**src/rtl/iomem_gpio_pkg.sv**
```systemverilog
// Shared constants for the iomem GPIO block: register offsets, reset values,
// and the byte-lane mask helper used by the write path.
package iomem_gpio_pkg;

  localparam logic [7:0] GPIO_DATA       = 8'h00;
  localparam logic [7:0] GPIO_OEB        = 8'h04;
  localparam logic [7:0] GPIO_PU         = 8'h08;
  localparam logic [7:0] GPIO_PD         = 8'h0C;
  localparam logic [7:0] GPIO_IRQ_EN     = 8'h10;
  localparam logic [7:0] GPIO_IRQ_EDGE   = 8'h14;
  localparam logic [7:0] GPIO_IRQ_STATUS = 8'h18;
  localparam logic [7:0] GPIO_OUT_RB     = 8'h1C;

  localparam logic [31:0] OEB_RST_VAL = 32'hFFFF_FFFF;

  // Cycles after reset release during which edge capture is held off.
  localparam logic [1:0] ARM_CYCLES = 2'd3;

  function automatic logic [31:0] lane_mask(input logic [3:0] wstrb);
    logic [31:0] m;
    m = '0;
    for (int b = 0; b < 4; b++)
      if (wstrb[b]) m[8*b +: 8] = 8'hFF;
    return m;
  endfunction

endpackage

```
**src/rtl/iomem_gpio_debounce.sv**
```systemverilog
// Single-pin debouncer: dout follows din only after DEBOUNCE_CYCLES
// consecutive cycles of disagreement; any reversion restarts the count.
module iomem_gpio_debounce #(
  parameter int DEBOUNCE_CYCLES = 16
) (
  input  logic clk,
  input  logic resetn,
  input  logic din,
  output logic dout
);

  localparam int CW = $clog2(DEBOUNCE_CYCLES + 1);
  localparam logic [CW-1:0] LAST = CW'(DEBOUNCE_CYCLES - 1);

  logic [CW-1:0] cnt;

  always_ff @(posedge clk or negedge resetn) begin
    if (!resetn) begin
      cnt  <= '0;
      dout <= 1'b0;
    end else if (din == dout) begin
      cnt <= '0;
    end else if (cnt == LAST) begin
      dout <= din;
      cnt  <= '0;
    end else begin
      cnt <= cnt + CW'(1);
    end
  end

endmodule

```
**src/rtl/iomem_gpio.sv**
```systemverilog
// Parametrised GPIO peripheral on the PicoSoC iomem bus with edge interrupts.
// Define IOMEM_GPIO_DEBOUNCE_EN to insert a per-pin debouncer after the synchroniser.
module iomem_gpio
  import iomem_gpio_pkg::*;
#(
  parameter int         NUM_PINS        = 8,
  parameter logic [7:0] BASE_SEL        = 8'h07,
  parameter int         DEBOUNCE_CYCLES = 16
) (
  input  logic                clk,
  input  logic                resetn,
  input  logic                iomem_valid,
  output logic                iomem_ready,
  input  logic [3:0]          iomem_wstrb,
  input  logic [31:0]         iomem_addr,
  input  logic [31:0]         iomem_wdata,
  output logic [31:0]         iomem_rdata,
  input  logic [NUM_PINS-1:0] gpio_in,
  output logic [NUM_PINS-1:0] gpio_out,
  output logic [NUM_PINS-1:0] gpio_oeb,
  output logic [NUM_PINS-1:0] gpio_pu,
  output logic [NUM_PINS-1:0] gpio_pd,
  output logic                irq
);

  localparam int N = NUM_PINS;

  logic [N-1:0] out_r, oeb_r, pu_r, pd_r, ien_r, iedge_r, ista_r;
  logic [N-1:0] sync1, sync2, filt, filt_q, edge_hit, w1c;
  logic [N-1:0] wd_n, wm_n;
  logic [31:0]  wmask, rd_mux;
  logic [7:0]   off;
  logic [1:0]   arm_cnt;
  logic         sel, wr, armed;

  assign sel   = iomem_valid && !iomem_ready && (iomem_addr[31:24] == BASE_SEL);
  assign wr    = sel && (iomem_wstrb != 4'b0000);
  assign off   = iomem_addr[7:0];
  assign wmask = lane_mask(iomem_wstrb);
  assign wm_n  = wmask[N-1:0];
  assign wd_n  = iomem_wdata[N-1:0];

  logic unused_bits;
  assign unused_bits = ^{iomem_addr[23:8], iomem_wdata, wmask};

  assign gpio_out = out_r;
  assign gpio_oeb = oeb_r;
  assign gpio_pu  = pu_r;
  assign gpio_pd  = pd_r & ~pu_r;

  always_ff @(posedge clk or negedge resetn) begin
    if (!resetn) begin
      sync1 <= '0;
      sync2 <= '0;
    end else begin
      sync1 <= gpio_in;
      sync2 <= sync1;
    end
  end

`ifdef IOMEM_GPIO_DEBOUNCE_EN
  for (genvar i = 0; i < N; i++) begin : g_db
    iomem_gpio_debounce #(.DEBOUNCE_CYCLES(DEBOUNCE_CYCLES)) u_db (
      .clk    (clk),
      .resetn (resetn),
      .din    (sync2[i]),
      .dout   (filt[i])
    );
  end
`else
  localparam int unused_db_cycles = DEBOUNCE_CYCLES;
  assign filt = sync2;
`endif

  // Pins already high at reset release would otherwise look like rising edges.
  assign armed    = (arm_cnt == ARM_CYCLES);
  assign edge_hit = armed ? ((filt & ~filt_q & ~iedge_r) | (~filt & filt_q & iedge_r)) : '0;
  assign w1c      = (wr && off == GPIO_IRQ_STATUS) ? (wd_n & wm_n) : '0;

  always_comb begin
    rd_mux = '0;
    case (off)
      GPIO_DATA:       rd_mux = 32'(filt);
      GPIO_OEB:        rd_mux = 32'(oeb_r);
      GPIO_PU:         rd_mux = 32'(pu_r);
      GPIO_PD:         rd_mux = 32'(pd_r);
      GPIO_IRQ_EN:     rd_mux = 32'(ien_r);
      GPIO_IRQ_EDGE:   rd_mux = 32'(iedge_r);
      GPIO_IRQ_STATUS: rd_mux = 32'(ista_r);
      GPIO_OUT_RB:     rd_mux = 32'(out_r);
      default:         rd_mux = '0;
    endcase
  end

  always_ff @(posedge clk or negedge resetn) begin
    if (!resetn) begin
      iomem_ready <= 1'b0;
      iomem_rdata <= '0;
      out_r       <= '0;
      oeb_r       <= OEB_RST_VAL[N-1:0];
      pu_r        <= '0;
      pd_r        <= '0;
      ien_r       <= '0;
      iedge_r     <= '0;
      ista_r      <= '0;
      filt_q      <= '0;
      arm_cnt     <= '0;
      irq         <= 1'b0;
    end else begin
      iomem_ready <= sel;
      if (sel) iomem_rdata <= rd_mux;
      if (wr) begin
        case (off)
          GPIO_DATA:     out_r   <= (out_r   & ~wm_n) | (wd_n & wm_n);
          GPIO_OEB:      oeb_r   <= (oeb_r   & ~wm_n) | (wd_n & wm_n);
          GPIO_PU:       pu_r    <= (pu_r    & ~wm_n) | (wd_n & wm_n);
          GPIO_PD:       pd_r    <= (pd_r    & ~wm_n) | (wd_n & wm_n);
          GPIO_IRQ_EN:   ien_r   <= (ien_r   & ~wm_n) | (wd_n & wm_n);
          GPIO_IRQ_EDGE: iedge_r <= (iedge_r & ~wm_n) | (wd_n & wm_n);
          default: ;
        endcase
      end
      // A new edge on the clear cycle keeps the bit set.
      ista_r  <= (ista_r & ~w1c) | edge_hit;
      filt_q  <= filt;
      if (!armed) arm_cnt <= arm_cnt + 2'd1;
      irq     <= |(ista_r & ien_r);
    end
  end

endmodule

```
**config.mk**
```make
export PLATFORM = sky130hd
export DESIGN_NAME = iomem_gpio
export DESIGN_NICKNAME = d
export VERILOG_FILES = /design/src/rtl/iomem_gpio_pkg.sv /design/src/rtl/iomem_gpio_debounce.sv /design/src/rtl/iomem_gpio.sv
export SDC_FILE = /design/constraint.sdc
export NUM_CORES = 1
export LEC_CHECK = 0
export BUFFER_PORTS_ARGS = -buffer_cell sky130_fd_sc_hd__clkbuf_2
export CORE_ASPECT_RATIO = 1.2
export CORE_UTILIZATION = 46
export DETAILED_ROUTE_END_ITERATION = 16
export PLACE_DENSITY = 0.7
export SYNTH_ARGS = -nofsm -noshare
export SYNTH_HDL_FRONTEND = slang
export SYNTH_HIERARCHICAL = 1
export SYNTH_SLANG_ARGS = --single-unit
```
**constraint.sdc**
```tcl
create_clock -name clk -period 2.6 [get_ports clk]
set_input_delay 0.26 -clock clk [delete_from_list [all_inputs] [get_ports clk]]
set_output_delay 0.26 -clock clk [all_outputs]
set_load 0.005 [all_outputs]
```
==> run_results.csv <==
group,metric,value,unit
layout,drive_gt1_share,40.32,%
logic_synthesis,synthDistinctLibCells,37,
sta,fin_skew,8.336,ps
floorplanning,die_h,107.5,um
grt,first_global_vias,2817,
sta,whs,233.5,ps
clocking,clock-sinks,92,
logic_synthesis,synth_area,4270,sq um
placement,gp_congestion,0.7661,
setup_path,end_kind,"register",
logic_synthesis,synthMuxAreaShare,20.42,%
grt,grt_overflow,0,
grt,grt_max_degree,51,
logic_synthesis,synthXorXnorAreaFrac,0.2051,%
pwr,switching_power,0.6119,mW
layout,diodes,0,
setup_path,critPathMaxStageDelay,570,ps
setup_path,crit_fanout,11,
clocking,cts-root-buf,"clkbuf_8",
pwr,swShare,22.86,%
logic_synthesis,syn_inst,331,
setup_path,path_common_cell,"buf_4",
logic_synthesis,synth_top_family_by_area,"multiplexers",
drt,dr.pass1.iters,4,
clocking,ctsHoldBuffers,9,
clocking,post_cts_buffers,0,
drt,antenna_left,0,
logic_synthesis,synth_compound_area_share,8.204,%
sta,slew_violations,0,
placement,portBuffers,77,
logic_synthesis,syn_area_per_cell,12.90,sq um
layout,final_cells,554,
clocking,h-tree-depth,3,
logic_synthesis,synthSimpleGateAreaFrac,10.37,%
floorplanning,core_area,9034,sq um
logic_synthesis,yosysWarnings,6,
clocking,cts.clk_slew.worst_paths,80,ps
pwr,seqPwrFrac,54.5,%
drt,remaining_drc_errors,0,
sta,setup_violations,0,
logic_synthesis,ys_ff_latch,92,
setup_path,slowest_stage,"or4_1",
floorplanning,die-area,9674,sq um
sta,hold_viol,0,
setup_path,crit_buf_inv,3,
pwr,irDropWorstVdd,0.2834,mV
drt,routed_wl,9355,um
sta,rsz0062_at_grt,"false",
floorplanning,start_util,47.27,%
drt,via_per_inst,5.265,
layout,regArea,2312,sq um
pwr,p_leak,2.472,nW
drt,vias,2917,
layout,syn_to_final_growth,19.19,%
setup_path,cpLargestDelayFamily,"simple AND/OR/NAND/NOR gates",
logic_synthesis,synth_common_cells,"84 x dfrtp_1, 49 x mux2_2, 32 x mux2i_1",
run_status,status,"finished, final reports clean",
setup_path,crit_type,"input pin to register",
drt,drt-initial-drc-count,149,
run,drv_cap,0,
setup_path,path_cells,"clkbuf_2 -> or4b_1 -> or4_1 -> buf_4 -> nor4_4 -> buf_4 -> mux2_2",
logic_synthesis,synthTopCellsByArea,"dfrtp_1 49%, mux2_2 13%, mux2i_1 7.5%",
logic_synthesis,synthFlopType,"dfrtp_1",
setup_path,cp.required,2850,ps
sta,finalCriticalPeriod,2265,ps
setup_path,arrival,2510,ps
layout,fin_area,5090,sq um
clocking,tritoncts,"built",
sta,worst_pin_slew,640.9,ps
clocking,insertion_delay,360,ps
layout,final_nets,509,
floorplanning,ios,145,
logic_synthesis,synthArstFlopShare,100.0,%
logic_synthesis,yosysSeqAreaShare,54.15,%
sta,finalCritPeriodShare,87.11,%
layout,fill_cells,795,
placement,placed_cell_area,4778,sq um
pwr,p_int,2.065,mW
pwr,p_per_area,526.0,nW/um^2
sta,fmax,0.4415,GHz
logic_synthesis,synth_edf_count,0,
grt,antenna_found_initial,0,
logic_synthesis,post-synth-top-area-cell,"dfrtp_1",
clocking,cts_resized,0,
floorplanning,std_cell_rows,38,
clocking,numCtsBuffers,9,
layout,multi_input_area,1777,sq um
floorplanning,die_width,89.96,um
logic_synthesis,yosysMostFrequentCell,"dfrtp_1",
pwr,clkPwrFrac,39.1,%
clocking,cts_buffer_depth,2,
drt,wl_per_cell,16.89,um
placement,placedCellCount,529,
sta,max_slew_margin,57.27,%
setup_path,start_kind,"input pin",
logic_synthesis,yosysTopAreaCellShare,49.22,%
min_path,hold_path.class,"input pin to register",
logic_synthesis,synthAdderAreaFrac,0.2930,%
placement,hpwl,6373,um
pwr,comb_power_share,6.3,%
grt,grt_pass1_wl,14960,um
grt,track_usage,20.56,%
==> logic make-up (layout without fill, tap and decap cells) <==
logic type	after synthesis	count (layout)
compound gates	52	52
other cells	1	24
mux	81	81
buf+inv	41	121
xor+xnor	1	1
fa+ha+maj	1	1
flops	92	92
simple gates	62	62
==> worst paths after layout <==
check | slack [ps] | depth (start not counted) | startpoint | to
worst max register to register | 360 | 6 | iomem_ready | register
worst max-delay path | 340 | 7 | iomem_addr[27] | register
min in group asynchronous | 500 | 2 | resetn | asynchronous set/reset pin
max in group asynchronous | 1380 | 3 | resetn | asynchronous set/reset pin
worst min register to register | 350 | 0 | sync1[6] | filt[6]
worst min-delay path | 230 | 2 | iomem_wdata[2] | register
==> routing by layer <==
layer / up-vias / wire length, um / GRT usage [%] / part of all wire, %
li1: 1356 / - / - / -
met1: 1465 / 4109 / 26.13 / 44
met2: 78 / 4613 / 33.41 / 49
met3: 18 / 396 / 4.661 / 4.2
met4: 0 / 236 / 10.02 / 2.5
met5: - / 0 / 0 / 0
==> area by class of cell <==
type	count	share of cell area, %
Sequential cell	92	45.43
Inverter	1	0.07375
Clock buffer	13	3.515
Tap cell	120	2.950
Clock inverter	3	0.8358
Multi-Input combinational cell	221	34.91
Timing Repair Buffer	104	12.29
==> worst register-to-register path: cells and delay by family, from the launching register on <==
family	cells	cell delay (ps)
buffers and inverters	2	450
flip-flops	1	380
multiplexers	1	330
AND/OR/NAND/NOR	3	970
==> power groups by stage <==
stage	clock network, mW	logic, mW	registers, mW
4_1_cts	1.07	0.172	1.46
2_1_floorplan	0	0.0980	1.49
3_5_place_dp	0	0.161	1.49
6_report	1.05	0.170	1.46
5_1_grt	1.12	0.190	1.46
3_3_place_gp	0	0.157	1.49
==> placed cells by master (no fill, tap or decap), types with 2 or more instances in the layout <==
| cell type | n |
|---|---|
| a221o_1 | 8 |
| a22oi_1 | 4 |
| buf_4 | 18 |
| clkbuf_2 | 76 |
| clkbuf_8 | 13 |
| conb_1 | 24 |
| dfrtp_1 | 84 |
| dfstp_2 | 8 |
| dlygate4sd3_1 | 9 |
| mux2_2 | 49 |
| mux2i_1 | 32 |
| nand2_1 | 11 |
| nand2b_1 | 8 |
| nand3b_1 | 8 |
| nor2b_1 | 16 |
| nor4_4 | 2 |
| o21ai_0 | 24 |
| o221ai_1 | 8 |
| o22ai_1 | 8 |
| or3_1 | 2 |
| or4_1 | 2 |
| or4_4 | 2 |
==> stage by stage <==
step	setup TNS, ps	util, %	worst slack [ps]	power, mW
6_report	0	56.34	335.1	2.677
5_1_grt	0	56.34	243.5	2.769
4_1_cts	0	56.34	326.4	2.699
3_5_place_dp	-629.3	52.89	-52.60	1.650
3_3_place_gp	-5.850	52.89	-3.194	1.645
2_1_floorplan	0	-	116.3	1.583
(Power assumes the default switching activity.)
